File: src/rtl/usb_tx_pkg.sv
// Shared types for the USB full-speed transmit path: FSM states and
// {d_plus,d_minus} line-state encodings.
package usb_tx_pkg;

  typedef enum logic [1:0] {
    IDLE    = 2'd0,
    DATA    = 2'd1,
    EOP_SE0 = 2'd2,
    EOP_J   = 2'd3
  } state_t;

  typedef logic [1:0] line_t;

  localparam line_t LINE_J   = 2'b10;
  localparam line_t LINE_K   = 2'b01;
  localparam line_t LINE_SE0 = 2'b00;

  // NRZI transition between the two differential data states
  function automatic line_t line_toggle(input line_t line);
    return (line == LINE_J) ? LINE_K : LINE_J;
  endfunction

endpackage

File: src/rtl/usb_tx_line_encoder.sv
// NRZI encoder with bit stuffing and EOP generation, driving the USB
// full-speed D+/D- pair from the TX shifter's serial output.
module usb_tx_line_encoder
  import usb_tx_pkg::*;
#(
  parameter int unsigned STUFF_LEN    = 6,
  parameter int unsigned EOP_SE0_BITS = 2,
  parameter int unsigned CNT_W        = 3
) (
  input  logic clk,
  input  logic rst,
  input  logic bit_strobe,
  input  logic tx_enable,
  input  logic serial_in,
  input  logic eop_request,
  output logic stuff_stall,
  output logic d_plus,
  output logic d_minus,
  output logic busy,
  output logic eop_done
);

  localparam int unsigned SE0_W = $clog2(EOP_SE0_BITS + 1);

  state_t             state_q, state_d;
  line_t              line_q, line_d;
  logic [CNT_W-1:0]   ones_q, ones_d;
  logic [SE0_W-1:0]   se0_q, se0_d;
  logic               busy_q;
  logic               eop_done_q, eop_done_d;
  logic               stall_c;

  // Next-state, line and counter logic; everything advances only on strobes
  always_comb begin
    state_d    = state_q;
    line_d     = line_q;
    ones_d     = ones_q;
    se0_d      = se0_q;
    eop_done_d = 1'b0;
    stall_c    = 1'b0;

    case (state_q)
      IDLE: begin
        line_d = LINE_J;
        ones_d = '0;
        se0_d  = '0;
        // First data bit is encoded on the same strobe that starts the packet
        if (bit_strobe && tx_enable) begin
          state_d = DATA;
          line_d  = serial_in ? LINE_J : LINE_K;
          ones_d  = serial_in ? CNT_W'(1) : '0;
        end
      end

      DATA: begin
        if (bit_strobe) begin
          if (ones_q == CNT_W'(STUFF_LEN)) begin
            // Stuffed zero outranks EOP so a pending stuff is never dropped
            stall_c = 1'b1;
            line_d  = line_toggle(line_q);
            ones_d  = '0;
          end else if (eop_request || !tx_enable) begin
            state_d = EOP_SE0;
            line_d  = LINE_SE0;
            ones_d  = '0;
            se0_d   = SE0_W'(1);
          end else if (!serial_in) begin
            line_d = line_toggle(line_q);
            ones_d = '0;
          end else begin
            ones_d = ones_q + CNT_W'(1);
          end
        end
      end

      EOP_SE0: begin
        if (bit_strobe) begin
          if (se0_q == SE0_W'(EOP_SE0_BITS)) begin
            state_d = EOP_J;
            line_d  = LINE_J;
            se0_d   = '0;
          end else begin
            se0_d = se0_q + SE0_W'(1);
          end
        end
      end

      EOP_J: begin
        if (bit_strobe) begin
          state_d    = IDLE;
          eop_done_d = 1'b1;
        end
      end

      default: begin
        state_d = IDLE;
        line_d  = LINE_J;
        ones_d  = '0;
        se0_d   = '0;
      end
    endcase
  end

  always_ff @(posedge clk) begin
    if (rst) begin
      state_q    <= IDLE;
      line_q     <= LINE_J;
      ones_q     <= '0;
      se0_q      <= '0;
      busy_q     <= 1'b0;
      eop_done_q <= 1'b0;
    end else begin
      state_q    <= state_d;
      line_q     <= line_d;
      ones_q     <= ones_d;
      se0_q      <= se0_d;
      busy_q     <= (state_d != IDLE);
      eop_done_q <= eop_done_d;
    end
  end

  assign stuff_stall = stall_c;
  assign d_plus      = line_q[1];
  assign d_minus     = line_q[0];
  assign busy        = busy_q;
  assign eop_done    = eop_done_q;

endmodule

File: config.mk
export PLATFORM = sky130hd
export DESIGN_NAME = usb_tx_line_encoder
export DESIGN_NICKNAME = d
export VERILOG_FILES = /design/src/rtl/usb_tx_pkg.sv /design/src/rtl/usb_tx_line_encoder.sv
export SDC_FILE = /design/constraint.sdc
export NUM_CORES = 1
export LEC_CHECK = 0
export ABC_AREA = 1
export CAP_MARGIN = 20
export CORE_UTILIZATION = 35
export CTS_CLUSTER_DIAMETER = 60
export DETAILED_ROUTE_END_ITERATION = 7
export GPL_TIMING_DRIVEN = 0
export SLEW_MARGIN = 30
export SYNTH_ARGS = -nofsm -noshare
export SYNTH_HDL_FRONTEND = slang
export SYNTH_SLANG_ARGS = --single-unit
File: constraint.sdc
create_clock -name clk -period 1.2 [get_ports clk]
set_input_delay 0.24 -clock clk [delete_from_list [all_inputs] [get_ports clk]]
set_output_delay 0.24 -clock clk [all_outputs]
set_load 0.1 [all_outputs]
==> impl_results.rst <==
.. list-table::
   :header-rows: 1

   * - Metric
     - Value
   * - Status
     - finished with violations
   * - Violated checks
     - setup timing
   * - Antenna violations before repair
     - 0
   * - Arrival time at the worst endpoint
     - ~1.2 ns
   * - Worst reg2reg path endpoint
     - line_q[1]$_SDFFE_PP1P_
   * - Number of nets produced by synthesis
     - approximately 130
   * - Critical path, cell by cell
     - inv_2 -> ha_4 -> nand3_4 -> nor2_4 -> buf_12
   * - Maximum clock path buffer count
     - 2
   * - Startpoint of the worst-slack reg-to-reg timing path
     - state_q[1]$_SDFF_PP0_
   * - Total stage count of the critical path
     - 5
   * - Fillers
     - around 210
   * - RSZ-0062 raised after global routing
     - true
   * - Pleak
     - 0.0005221 µW
   * - Worst stage delay on the critical path
     - around 0.33 ns
   * - Number of rows in the core area
     - 16
   * - Synthesis warning total
     - 0
   * - Number of placed instances, taps included
     - approximately 160
   * - CTS tree
     - built
   * - Final count of pins violating max slew
     - 0
   * - Relative slew slack
     - 81.45%
   * - CP Capture Point
     - stuff_stall
   * - Synth Area per Inst
     - roughly 6.4 µm²
   * - Standard cell core area
     - approximately 2000 µm²
   * - Combinational family with the most area after synthesis
     - simple AND/OR/NAND/NOR gates
   * - Part of the Yosys area used for sequential elements
     - 28.71%
   * - Worst r2r path cells
     - 9
   * - Final weighted congestion in routability-driven placement
     - 0.7712
   * - Total setup violations reported at the end of the flow
     - 11
   * - Transition at the pin with the smallest max-transition slack
     - 0.2765 ns
   * - Number of detailed-route iterations in the first pass
     - 4
   * - Post-route clock skew
     - about 0.0020 ns
   * - Number of distinct library cells after synthesis
     - 22
   * - Number of routed nets with antenna violations
     - 0
   * - Fin crit share
     - 119.1%
   * - Worst-Skew Late Latency
     - between 0.2 and 0.3 ns
   * - Synth Register Bits
     - 11
   * - Maximum VDD drop
     - approximately 0.77 mV
   * - Fraction of post-synthesis cell area in the top cell type by area
     - between 20 and 30%
   * - Xor/xnor cell area share of the yosys netlist
     - 0%
   * - Fraction of synthesized area in multiplexers
     - 0%
   * - Overall overflow remaining after global route
     - 0
   * - Class of the tightest hold or removal check
     - reg -> reg
   * - Number of standard cells in the layout, taps in and fillers out
     - approximately 170
   * - Top delay family on crit path
     - flip-flops
   * - Cell type with the highest aggregate area in the netlist
     - dfxtp_1
   * - H-tree level count
     - 1
   * - Top area cells in the synthesized netlist
     - dfxtp_1, nand2_1, ha_1, inv_1, nor2_1
   * - Routed wire per std cell
     - roughly 10 µm
   * - Power per cell area
     - ~900 nW/µm²
   * - Number of top-level design ports
     - 11
   * - Net count reported at finish
     - 153
   * - Cell with the largest stage delay on the worst path
     - dfxtp_2
   * - Worst-case setup margin in the final layout
     - -0.2297 ns
   * - Total negative setup slack
     - -1.339 ns
   * - Post-synthesis share of cell area spent on and, or, nand and nor gates
     - between 40% and 50%
   * - Total standard cell area after synthesis
     - about 770 µm²
   * - Die Area
     - around 2400 µm²
   * - Final WL
     - 1700 µm
   * - Die Y
     - approximately 49 µm
   * - Number of global-route vias before repair
     - approximately 640
   * - Buffer cell driving the clock tree root
     - clkbuf_4
   * - Width of the die
     - around 49 µm
   * - Pwr Total
     - between 900 and 1000 µW
   * - Area added between synthesis and finish
     - 39.97%
   * - Via count of the routed design
     - a little under 800
   * - Clock-pin slew reported for the worst setup and hold paths after clock tree synthesis
     - 0.07 ns
   * - Diodes inserted
     - 0
   * - Number of port buffers
     - 10
   * - Timing startpoint of the critical path
     - state_q[1]$_SDFF_PP0_
   * - Number of vias per cell
     - ~4.6
   * - Commonest cells after routing, fill and taps aside
     - nand2_1, inv_1, nor2_1
   * - Total Routing Usage GR
     - between 10% and 20%
   * - Final critical path time including I/O delays and setup
     - about 1.4 ns
   * - Worst setup slack after placement
     - -1.191 ns
   * - Maximum number of pins on one net before global-route repair
     - 10
   * - Post-synthesis instance total
     - 119
   * - Share of the synthesized area in compound gates (AO/OA/AOI/OAI)
     - 6.688%
   * - Cts hold-fix bufs
     - 0
   * - Crit start category
     - register
   * - Reg2Reg Setup Slack
     - -0.17 ns
   * - DPL Wire Length
     - ~1200 µm
   * - Adder and majority cell fraction of the synthesized area
     - under 10%
   * - Most common cell after layout, fill and taps aside
     - nand2_1
   * - Crit-path max FO
     - 2
   * - Hold Fails Final Rpt
     - 0
   * - CTS Buf Count
     - 3
   * - Drt first-iter violations
     - 14
   * - Maximum clock frequency
     - 0.6994 GHz
   * - Initial core utilization
     - a little under two fifths
   * - Global-route wire length before repair
     - about 2700 µm
   * - Start-to-end type of the worst setup path
     - reg -> out
   * - Count of clock tree sinks
     - 11
   * - Ratio of cells with drive above 1 in the final layout
     - between 30% and 40%
   * - DRC viols
     - 0
   * - Crit path buf inv count
     - 2
   * - MaxCap Viol Count
     - 0
   * - Required time reported for the critical path endpoint
     - between 0.9 and 1 ns
   * - Capturing element type of the critical path
     - output port
## routing by layer
layer  GRT usage [%]  vias to the layer above  wire [µm]
li1                -                      408          -
met1           18.89                      343        754
met2           24.31                       18        819
met3           6.542                        2        112
met4           2.941                        0         13
met5               0                        -          0
## cells by family (layout without fill, tap and decap cells)
logic type	count (synthesis)	in the layout
AND/OR/NAND/NOR	72	72
adder cells (fa/ha/maj)	6	6
buffers and inverters	21	42
AO/OA/AOI/OAI	9	9
flip-flops	11	11
## synth_stat cells, drive strengths merged
library cell  number
a21oi              2
a31oi              2
buf                1
clkinv             1
dfxtp             11
ha                 6
inv               19
nand2             39
nand3             10
nand4              1
nor2              18
nor3               3
nor3b              1
o21ai              5
## registers in the layout, indices dropped and copies added, names as in the netlist
register,cells
state_q,2
se0_q,2
ones_q,3
eop_done,1
line_q,2
busy,1
## report_power, final
group          leakage, µW  total [µW]  switching (µW)  internal (µW)
clock            0.0000150         260             131            129
sequential       0.0000918         406            17.4            389
combinational     0.000415         319             204            115
## layout make-up
type                    instances  area [µm²]  area share (%)
inverters                      20       75.07           6.993
multi-input cells              87       545.5           50.82
flip-flops and latches         11       230.2           21.45
clock buffers                   4       26.28           2.448
well taps                      27       33.78           3.147
repair buffers                 18       162.7           15.15
## how the worst min path moves through the flow
stage	start	to	depth (start not counted)
2_1_floorplan	rst	eop_done$_SDFF_PP0_	1
3_3_place_gp	line_q[1]$_SDFFE_PP1P_	line_q[1]$_SDFFE_PP1P_	2
3_5_place_dp	line_q[1]$_SDFFE_PP1P_	line_q[1]$_SDFFE_PP1P_	2
4_1_cts	line_q[1]$_SDFFE_PP1P_	line_q[1]$_SDFFE_PP1P_	2
5_1_grt	line_q[1]$_SDFFE_PP1P_	line_q[1]$_SDFFE_PP1P_	2
6_report	line_q[1]$_SDFFE_PP1P_	line_q[1]$_SDFFE_PP1P_	2
## what timing repair did
item	4_1_cts	5_1_grt
setup buffers	5	3
pin swaps	2	2
resized for setup	46	9
setup endpoints to repair	15	11
endpoints found under the hold margin	0	0
## metrics by stage
stage | instance area (µm²) | utilization, % | hold slack, ns
after floorplan | 799.5 | - | 0.3193
after global placement | 933.4 | 46.63 | 0.4630
after detailed placement | 933.4 | 46.63 | 0.4671
after CTS | 1017 | 50.81 | 0.4887
after global routing | 1074 | 53.63 | 0.5140
final | 1074 | 53.63 | 0.4840
## worst min-delay path: cells and delay by family, from the launching register on
kind | cells | cell delay (ns)
and+or+nand+nor | 2 | 0.11
DFF | 1 | 0.34
(Power assumes the default switching activity.)
